$ cat config.mk
export PLATFORM = sky130hd
export DESIGN_NAME = fdiv_meas_ctrl
export DESIGN_NICKNAME = d
export VERILOG_FILES = /design/src/rtl/fdiv_meas_ctrl.sv
export SDC_FILE = /design/constraint.sdc
export NUM_CORES = 1
export LEC_CHECK = 0
export BUFFER_PORTS_ARGS = -buffer_cell sky130_fd_sc_hd__clkbuf_2
export CORE_AREA = 2 2 96 98
export CTS_CLUSTER_DIAMETER = 150
export CTS_CLUSTER_SIZE = 14
export DETAILED_ROUTE_END_ITERATION = 12
export DIE_AREA = 0 0 98 100
export SYNTH_ARGS = -nofsm -noshare
export SYNTH_HDL_FRONTEND = slang
export SYNTH_SLANG_ARGS = --single-unit
$ cat constraint.sdc
create_clock -name clk -period 2.3 [get_ports clk]
set_input_delay 0.115 -clock clk [delete_from_list [all_inputs] [get_ports clk]]
set_output_delay 0.115 -clock clk [all_outputs]
set_load 0.02 [all_outputs]
$ cat src/rtl/fdiv_meas_ctrl.sv
// fdiv_meas_ctrl: frequency-measurement controller for an asynchronous
// divide-by-16 chain. It resets the divider, lets the synchronizer settle,
// counts synchronized rising edges of div_in over a programmable window,
// and reports the count with a one-cycle done pulse.
module fdiv_meas_ctrl #(
  parameter int unsigned WIN_W       = 16,
  parameter int unsigned CNT_W       = 12,
  parameter int unsigned SYNC_STAGES = 2
) (
  input  logic             clk,
  input  logic             rstb,
  input  logic             start,
  input  logic             abort,
  input  logic [WIN_W-1:0] win_len,
  input  logic             div_in,
  output logic             div_en,
  output logic             div_rstb,
  output logic             busy,
  output logic             done,
  output logic [CNT_W-1:0] count,
  output logic             ovf
);

  typedef enum logic [2:0] {
    S_IDLE,
    S_RST_DIV,
    S_SETTLE,
    S_MEASURE,
    S_DONE
  } state_t;

  localparam logic [WIN_W-1:0] TMR_ONE     = WIN_W'(1);
  localparam logic [WIN_W-1:0] RST_LAST    = WIN_W'(1);
  localparam logic [WIN_W-1:0] SETTLE_LAST = WIN_W'(SYNC_STAGES);

  state_t                 r_state;
  state_t                 w_next;
  logic [WIN_W-1:0]       r_tmr;
  logic [WIN_W-1:0]       r_win;
  logic [SYNC_STAGES-1:0] r_sync;
  logic                   r_prev;
  logic                   w_rise;
  logic                   w_accept;
  logic                   r_div_en;
  logic                   r_div_rstb;
  logic                   r_busy;
  logic                   r_done;
  logic [CNT_W-1:0]       r_count;
  logic                   r_ovf;
  logic                   w_div_en;
  logic                   w_div_rstb;
  logic                   w_busy;
  logic                   w_done;

  assign w_rise   = r_sync[SYNC_STAGES-1] & ~r_prev;
  assign w_accept = (r_state == S_IDLE) && start;

  // Synchronize div_in into the clk domain and keep the previous sample.
  always_ff @(posedge clk or negedge rstb) begin
    if (!rstb) begin
      r_sync <= '0;
      r_prev <= 1'b0;
    end else begin
      r_sync <= {r_sync[SYNC_STAGES-2:0], div_in};
      r_prev <= r_sync[SYNC_STAGES-1];
    end
  end

  // Next-state logic; abort wins over every normal exit of an active phase.
  always_comb begin
    w_next = r_state;
    unique case (r_state)
      S_IDLE:    if (start) w_next = S_RST_DIV;
      S_RST_DIV: begin
        if (abort)                  w_next = S_IDLE;
        else if (r_tmr == RST_LAST) w_next = S_SETTLE;
      end
      S_SETTLE:  begin
        if (abort)                     w_next = S_IDLE;
        else if (r_tmr == SETTLE_LAST) w_next = (r_win == '0) ? S_DONE : S_MEASURE;
      end
      S_MEASURE: begin
        if (abort)                           w_next = S_IDLE;
        else if (r_tmr == (r_win - TMR_ONE)) w_next = S_DONE;
      end
      S_DONE:    w_next = S_IDLE;
      default:   w_next = S_IDLE;
    endcase
  end

  // Outputs are decoded from the next state so the registered copies line up with the state.
  always_comb begin
    w_busy     = (w_next != S_IDLE);
    w_done     = (w_next == S_DONE);
    w_div_en   = (w_next == S_SETTLE) || (w_next == S_MEASURE);
    w_div_rstb = (w_next != S_RST_DIV);
  end

  // State register, phase timer and registered control outputs.
  always_ff @(posedge clk or negedge rstb) begin
    if (!rstb) begin
      r_state    <= S_IDLE;
      r_tmr      <= '0;
      r_div_en   <= 1'b0;
      r_div_rstb <= 1'b0;
      r_busy     <= 1'b0;
      r_done     <= 1'b0;
    end else begin
      r_state    <= w_next;
      r_tmr      <= ((w_next != r_state) || (r_state == S_IDLE)) ? '0 : r_tmr + TMR_ONE;
      r_div_en   <= w_div_en;
      r_div_rstb <= w_div_rstb;
      r_busy     <= w_busy;
      r_done     <= w_done;
    end
  end

  // Window latch and saturating edge counter; results hold until the next accepted start.
  always_ff @(posedge clk or negedge rstb) begin
    if (!rstb) begin
      r_win   <= '0;
      r_count <= '0;
      r_ovf   <= 1'b0;
    end else if (w_accept) begin
      r_win   <= win_len;
      r_count <= '0;
      r_ovf   <= 1'b0;
    end else if ((r_state == S_MEASURE) && w_rise) begin
      if (r_count == '1) r_ovf   <= 1'b1;
      else               r_count <= r_count + CNT_W'(1);
    end
  end

  assign div_en   = r_div_en;
  assign div_rstb = r_div_rstb;
  assign busy     = r_busy;
  assign done     = r_done;
  assign count    = r_count;
  assign ovf      = r_ovf;

endmodule

# After elaboration in Yosys (flattened, before gate mapping)

Index checks and enable logic that the tools add are counted.

Register bits after elaboration: 55
Input bits: 21
Output and inout port bits: 17
Logic and storage cells: 56

Add/subtract/negate cells: 3
Eq/ne operators: 13
Multiplexer cells: 16
Bitwise gates (word level): 2
Reductions and logical operators: 11

Operator list:

| cell                                               | count |
|---|---|
| 2-to-1 mux 12 bit                                  | 3 |
| 2-to-1 mux 3 bit                                   | 8 |
| adder 16 x 1 -> 16 bit, second input constant      | 1 |
| == test 16 x 1 -> 1 bit, second input constant     | 1 |
| == test 16 bit                                     | 1 |
| == test 16 x 2 -> 1 bit, second input constant     | 1 |
| logical NOT 16 bit                                 | 1 |
| 2-to-1 mux 16 bit                                  | 1 |
| subtractor 16 x 1 -> 16 bit, second input constant | 1 |
| adder 12 x 1 -> 12 bit, second input constant      | 1 |
| == test 12 bit, second input constant              | 1 |
| == test 3 x 2 -> 1 bit, second input constant      | 4 |
| one-hot mux 3 bit (4 select lines)                 | 1 |
| AND reduction 2 bit                                | 2 |
| nonzero test 2 bit                                 | 2 |
| == test 3 x 1 -> 1 bit, second input constant      | 1 |
| == test 3 bit, second input constant               | 1 |
| logical NOT 3 bit                                  | 1 |
| 2-to-1 mux 1 bit                                   | 3 |
| != test 3 x 1 -> 1 bit, second input constant      | 1 |
| != test 3 bit                                      | 1 |
| nonzero test 3 bit                                 | 1 |
| logical AND 1 bit                                  | 2 |
| logical OR 1 bit                                   | 2 |
| other kinds (3)                                    | 3 |

# Logic depth before layout (Yosys ltp)

Gate-level depths: netlist of the first run.

Word-level depth: 8
Depth in mapped cells: 9
Depth with buffers taken out: 8

# Least setup slack after synthesis of the first run

OpenSTA, ideal clock, no wires.

Kind: flip-flop to flip-flop
Start point: register r_win[2]
End point: register r_tmr[11]
Data arrival time: 2.378 ns
Slack: -0.216 ns
Cell stages (with the launch flop): 10
Period minus slack after synthesis: 2.516 ns
Path through: dfrtp_1 buf_6 or4_1 buf_2 nor3_1 xnor2_1 nand4_1 o41ai_4 buf_6 a211oi_1

Word-level cells in the longest chain between the ends: 8
Elaborated cells between the ends (all ways): 12
Those cells by class: add/sub (1); eq/ne (2); mux (7); reduce/logical (2)

RTL lines:

| item                                                              | RTL line | RTL |
|---|---|---|
| from (decl)                                                       | 39       | `logic [WIN_W-1:0] r_win;` |
| from (signal assigned)                                            | 125      | `r_win <= win_len;` |
| subtractor 16 x 1 -> 16 bit or logical NOT 16 bit (tied branches) | 84, 80   |  |
| == test 16 bit or 2-to-1 mux 3 bit (tied branches)                | 84, 80   |  |
| 2-to-1 mux 3 bit, on equally long branches                        | 84, 80   |  |
| 2-to-1 mux 3 bit, on equally long branches                        | 83, 79   |  |
| one-hot mux 3 bit (4 select lines) (*)                            | 72       | `unique case (r_state)` |
| != test 3 bit (*)                                                 | 110      | `r_tmr <= ((w_next != r_state) \|\| (r_state == S_IDLE)) ? '0 : r_tmr + TMR_ONE;` |
| logical OR 1 bit (*)                                              | 110      |  |
| 2-to-1 mux 16 bit (*)                                             | 110      |  |
| to (signal assigned)                                              | 110      |  |
| to (decl)                                                         | 38       | `logic [WIN_W-1:0] r_tmr;` |

Every way passes the cells marked *; elsewhere a longest branch is shown, timed or not.
A chain may end at the register's enable or synchronous reset.

# Final worst setup path of the first run

Start point: register r_win[3]
End point: register r_tmr[0]

Same word-level chain as after synthesis.

==> metrics.yaml, run 1 <==
critPathBufInv: 3
die-area_sq_um: 9800
ant_nets: 0
antenna_found_initial: 0
critPathSlowestCell: "or4_4"
path_max_fanout: 6
grt_max_degree: 56
layout.nets: 407
die_h_um: 100
worst_pin_slew_ps: 580
async_flop_share_pct: 100
first_pass_iters: 4
slew_headroom_pct: 60.8
yosysSeqAreaShare_pct: 44.3
p_sw_uw: 1470
place.gp.congestion: 0.822
top_layer: "met4"
violations: "negative hold slack, negative setup slack"
power.density_nw_per_um2: 934
clockBufferDepth: 2
cp-start-kind: "flop"
synth_cells: 313
timing.final.ws_setup_ps: -163
cp.required_ps: 2480
synth_top_flop_cell: "dfrtp_1"
cts_sinks: 55
die_w_um: 98
via_count: 2553
finalCritPeriodShare_pct: 107
grt_usage_pct: 15.1
fillers: 867
cts_tree: "yes"
fin_crit_ps: 2460
netlist_area_sq_um: 3110
dp_hpwl_um: 5160
register_area_sq_um: 1380
grt_pass1_wl_um: 12100
dr.first_iter.drc_count: 83
clk_pin_slew_ps: 110
dr_wl_met3_um: 272
cts_buffers: 5
overflow: 0
hp-class: "primary input to flop"
drc: 0
cp_data_arrival_time_ps: 2650
maxCapViolCount: 0
routed_wl_um: 7360
grt_pass1_vias: 2542
peakVddDrop_v: 0.000435
n_antenna_cell: 0
clkLatencyLatePin_ps: 320
crit_path_end_kind: "flop"
vias_per_cell: 5.18
cp_cell_sequence: "or4_4 > nor3_4 > xnor2_1 > nand4_1 > buf_4 > o41ai_4 > buf_6 > clkbuf_16 > a211oi_2"
core_area_sq_um: 8890
synth_edf_count: 0
finalMaxSlewViolations: 0
leakagePower_uw: 0.00166
met1_length_um: 3500
clock_skew_ps: 10.4
wl_met2_um: 3530
setup_viol: 20
synth_area_per_cell_sq_um: 9.93
p_seq_share_pct: 35.8
rows: 35
start_util_pct: 35.0
area_delta_synth_final_pct: 27.5
root_buffer: "clkbuf_8"
final_cell_area_sq_um: 3960
p_comb_share_pct: 48.6
crit_type: "flop to flop"
clock.fmax_mhz: 406
switching_share_pct: 39.6
crit_cells: 9
hold_viol: 1
wl_per_cell_um: 14.9
hold_slack_ps: -0.256
mostFrequentLayoutCells: "dfrtp_1, clkbuf_2, nor2_1"
pin_count: 38
cpPeakStageDelay_ps: 600
path_delay_family: "simple AND/OR/NAND/NOR gates"
rsz0062_at_grt: "yes"
ys.warnings.count: 0
internal_power_uw: 2230
layout-drive-gt1-share_pct: 31.9
status: "finished with violations"
r2r.worst_path.cells: 9
min_path_cells: 3
yosysUniqueCellTypes: 52
final_common_cell: "dfrtp_1"
multi_input_area_sq_um: 1770
yosys_register_bits: 55
p_clk_share_pct: 15.6
port_buffers: 37
htreeDepth: 2
syn_nets: 339
placedInstanceArea_sq_um: 3620
==> area by class of cell <==
type	instances	share of cell area (%)
multi-input cells	234	44.6
well taps	111	3.50
flip-flops and latches	55	34.7
inverters	10	0.947
clock buffers	5	1.74
repair buffers	75	13.8
clock inverters	3	0.663
==> power groups by stage <==
stage	Sequential, uW	Combinational [uW]	Clock [uW]
6_report	1320	1800	575
5_1_grt	1350	1960	644
3_3_place_gp	1330	1570	0
2_1_floorplan	1400	961	0
4_1_cts	1320	1630	601
3_5_place_dp	1340	1590	0
==> metal layers <==
| layer | GRT usage [%] | vias up |
|---|---|---|
| met5 | 0 | - |
| met4 | 3.10 | 0 |
| met3 | 3.06 | 8 |
| met2 | 25.1 | 52 |
| met1 | 20.6 | 1247 |
| li1 | - | 1246 |
==> stage by stage <==
step           instances  setup TNS [ps]  setup slack (ps)  power, uW  utilization [%]
3_5_place_dp         476           -2510              -250       2930             40.8
2_1_floorplan        313           -1490              -128       2360                -
5_1_grt              493           -4680              -258       3950             44.6
4_1_cts              489           -1780              -120       3560             42.6
3_3_place_gp         476           -1310              -134       2900             40.8
6_report             493           -2580              -163       3700             44.6
==> worst paths after layout <==
check | start | endpoint | slack, ps
worst min-delay path | win_len[0] | r_win[0] | -0.3
worst max-delay path | r_win[3] | r_tmr[0] | -160
max in group asynchronous | rstb | r_prev | 1720
worst min register to register | r_sync[0] | r_sync[1] | 350
min in group asynchronous | rstb | r_win[11] | 320
worst max register to register | r_win[3] | r_tmr[0] | -160
==> synth_stat cells (2+ instances only) <==
cell type | instances | area share (%)
dfrtp_1 | 55 | 44
nor2_1 | 33 | 4.0
xnor2_1 | 30 | 8.5
nand2_1 | 20 | 2.4
xor2_1 | 16 | 4.5
a211oi_1 | 14 | 3.4
mux2_2 | 13 | 4.7
nand3_1 | 11 | 1.8
inv_1 | 10 | 1.2
nand4_1 | 10 | 2.0
clkbuf_1 | 9 | 1.1
nor3_1 | 9 | 1.4
nor4_1 | 8 | 1.6
a21oi_1 | 6 | 0.97
o21ai_0 | 6 | 0.97
ha_1 | 5 | 2.0
nand2b_1 | 5 | 1.0
or3_1 | 5 | 1.0
nor2b_1 | 3 | 0.60
or4_1 | 3 | 0.72
a22oi_1 | 2 | 0.48
a31oi_1 | 2 | 0.40
and3_1 | 2 | 0.40
and4_1 | 2 | 0.56
buf_2 | 2 | 0.32
buf_6 | 2 | 0.72
nor4b_1 | 2 | 0.56
o211ai_1 | 2 | 0.48
o311ai_0 | 2 | 0.56
or2_2 | 2 | 0.40
==> kinds of logic after synthesis <==
kind of cell               synth area share (%)
xor gates and xnor gates                   13.0
buffers and inverters                      3.46
AOI/OAI and AO/OA                          10.7
muxes                                      5.03
DFF                                        44.3
adders and majority gates                  2.01
and+or+nand+nor                            21.6
==> registers in the layout (all words and copies together) (netlist names) <==
| name | cells |
|---|---|
| busy | 1 |
| count | 12 |
| div_en | 1 |
| div_rstb | 1 |
| done | 1 |
| ovf | 1 |
| r_prev | 1 |
| r_state | 3 |
| r_sync | 2 |
| r_tmr | 16 |
| r_win | 16 |
==> timing repair <==
action | CTS | global route
hold buffers | 4 | 0
setup buffers | 1 | 1
gates cloned | 0 | 3
pin swaps | 3 | 12
hold endpoints to repair | 58 | 0
setup endpoints to repair | 21 | 21
gates resized for setup | 7 | 21
==> tightest hold or removal path, cell delays in order <==
cell and delay [ps]:
clkbuf_2 70, nand2_1 30, o21ai_0 60
Note: power is estimated with default switching activity, not from simulation.
==> run 2, diff against run 1 <==
- clock period: 2.3 -> 2.5 ns (I/O delays scaled with it)
==> metrics.yaml, run 2 (synthesis gave the netlist of run 1 again) <==
status: "finished, final reports clean"
dp_hpwl_um: 5100  # -1.2%
clock.fmax_mhz: 421  # +3.6%
ant_nets: 0  # unchanged
port_buffers: 37  # unchanged
area_delta_synth_final_pct: 19.0
setup_viol: 0  # -100%
core_area_sq_um: 8890  # unchanged
grt_usage_pct: 15.4  # +0.31 points
first_pass_iters: 4  # unchanged
crit_type: "flop to flop"
wl_per_cell_um: 14.6  # -2.4%
crit_path_end_kind: "flop"
cp.required_ps: 2690  # +210 ps
hp-class: "primary input to flop"
cp-start-kind: "flop"
peakVddDrop_v: 0.000463  # +6.4%
drc: 0  # unchanged
grt_pass1_wl_um: 12200  # +1.0%
placedInstanceArea_sq_um: 3520  # -2.8%
p_seq_share_pct: 39.4  # +3.6 points
cts_sinks: 55  # unchanged
internal_power_uw: 1900  # -15%
mostFrequentLayoutCells: "dfrtp_1, clkbuf_2, nor2_1"
clock_skew_ps: 8.69  # -1.74 ps
cts_tree: "yes"
grt_pass1_vias: 2528  # -0.55%
routed_wl_um: 6950  # -5.6%
power.density_nw_per_um2: 853  # -8.7%
antenna_found_initial: 0  # unchanged
final_cell_area_sq_um: 3700  # -6.7%
power_uw: 3150  # -15%
cts_buffers: 5  # unchanged
clkLatencyLatePin_ps: 320  # about the same
clk_pin_slew_ps: 110  # about the same
p_comb_share_pct: 44.3  # -4.3 points
via_count: 2450  # -4.0%
die_h_um: 100  # unchanged
grt_max_degree: 56  # unchanged
fin_crit_ps: 2380  # -86.2 ps
path_max_fanout: 18  # +12
switching_share_pct: 39.7  # +0.086 points
vias_per_cell: 5.14  # -0.82%
start_util_pct: 35.0  # unchanged
leakagePower_uw: 0.00153  # -7.9%
finalMaxSlewViolations: 0  # unchanged
dr.first_iter.drc_count: 120  # +45%
cp_data_arrival_time_ps: 2570  # -80 ps
die-area_sq_um: 9800  # unchanged
worst_pin_slew_ps: 712  # +132 ps
slew_headroom_pct: 52.5  # -8.3 points
p_clk_share_pct: 16.2  # +0.6 points
fin_util_pct: 41.6  # -3.0 points
layout-drive-gt1-share_pct: 25.7  # -6.3 points
die_w_um: 98  # unchanged
p_sw_uw: 1250  # -15%
maxCapViolCount: 0  # unchanged
overflow: 0  # unchanged
place.gp.congestion: 0.850  # +3.4%
hold_slack_ps: 29.3  # +29.6 ps
layout.nets: 391  # -3.9%
root_buffer: "clkbuf_8"
rows: 35  # unchanged
n_antenna_cell: 0  # unchanged
clockBufferDepth: 2  # unchanged
fillers: 881  # +1.6%
final_common_cell: "dfrtp_1"
htreeDepth: 2  # unchanged
pin_count: 38  # unchanged
hold_viol: 0  # -1
finalCritPeriodShare_pct: 95.1  # -12 points
-- run 2: cell count changes in the layout (fill, tap and decap cells not counted), moves of 2 or more --
cell        change
a211oi_2        -9
inv_1           +2
buf_4          -10
inv_2           -2
a211oi_1        +9
clkbuf_16       -2
a21oi_1         +2
inv_6           -2
clkinvlp_4      +2
a21oi_2         -2
buf_6           -2
-- run 2: path summary, 6_finish.rpt --
check | start | end | slack [ps] | cells past startpoint
worst max-delay path | r_win[7] | r_tmr[6] | 120 | 7
worst min-delay path | win_len[14] | r_win[14] | 30 | 2
worst max register to register | r_win[7] | r_tmr[6] | 120 | 7
worst min register to register | r_sync[0] | r_sync[1] | 370 | 0
max in group asynchronous | rstb | r_tmr[9] | 1550 | 3
min in group asynchronous | rstb | busy | 450 | 3
-- run 2: cell type report --
class	count	area [sq um]	share of cell area, %
Tap cell	111	139	3.76
Multi-Input combinational cell	234	1690	45.6
Clock inverter	3	20.0	0.541
Clock buffer	5	68.8	1.86
Sequential cell	55	1380	37.2
Inverter	10	37.5	1.01
Timing Repair Buffer	59	370	10.0
-- run 2: through the flow --
step,std cells,setup WS [ps],setup TNS [ps]
final,477,123,0
after global routing,477,-5.19,-18.2
after CTS,477,23.6,0
after detailed placement,466,53.4,0
after global placement,466,78.2,0
after floorplan,313,20.5,0
-- run 2: critical path, stage by stage, from the launching register on --
cell and delay, ps:
dfrtp_1 390, or3_1 410, or3_4 380, nor4b_2 290, o22ai_2 140, o41ai_4 360
buf_12 190, a211oi_1 80
-- run 2: power by group through the flow --
| stage | combinational (uW) | clock, uW | sequential [uW] |
|---|---|---|---|
| final | 1400 | 511 | 1240 |
| after global routing | 1550 | 566 | 1280 |
| after CTS | 1340 | 525 | 1240 |
| after detailed placement | 1330 | 0 | 1250 |
| after global placement | 1310 | 0 | 1250 |
| after floorplan | 869 | 0 | 1290 |
-- run 2: routing by layer --
metal	track usage, %	wire length [um]	up-vias
met3	3.20	200	14
met4	4.81	146	0
met2	25.1	3290	37
met5	0	0	-
li1	-	-	1218
met1	20.7	3310	1181
-- run 2: timing repair --
item,in CTS,in global routing
endpoints found under the setup margin,0,21
hold buffers,3,0
resized for setup,0,12
setup buffers,0,0
hold endpoints to repair,57,0
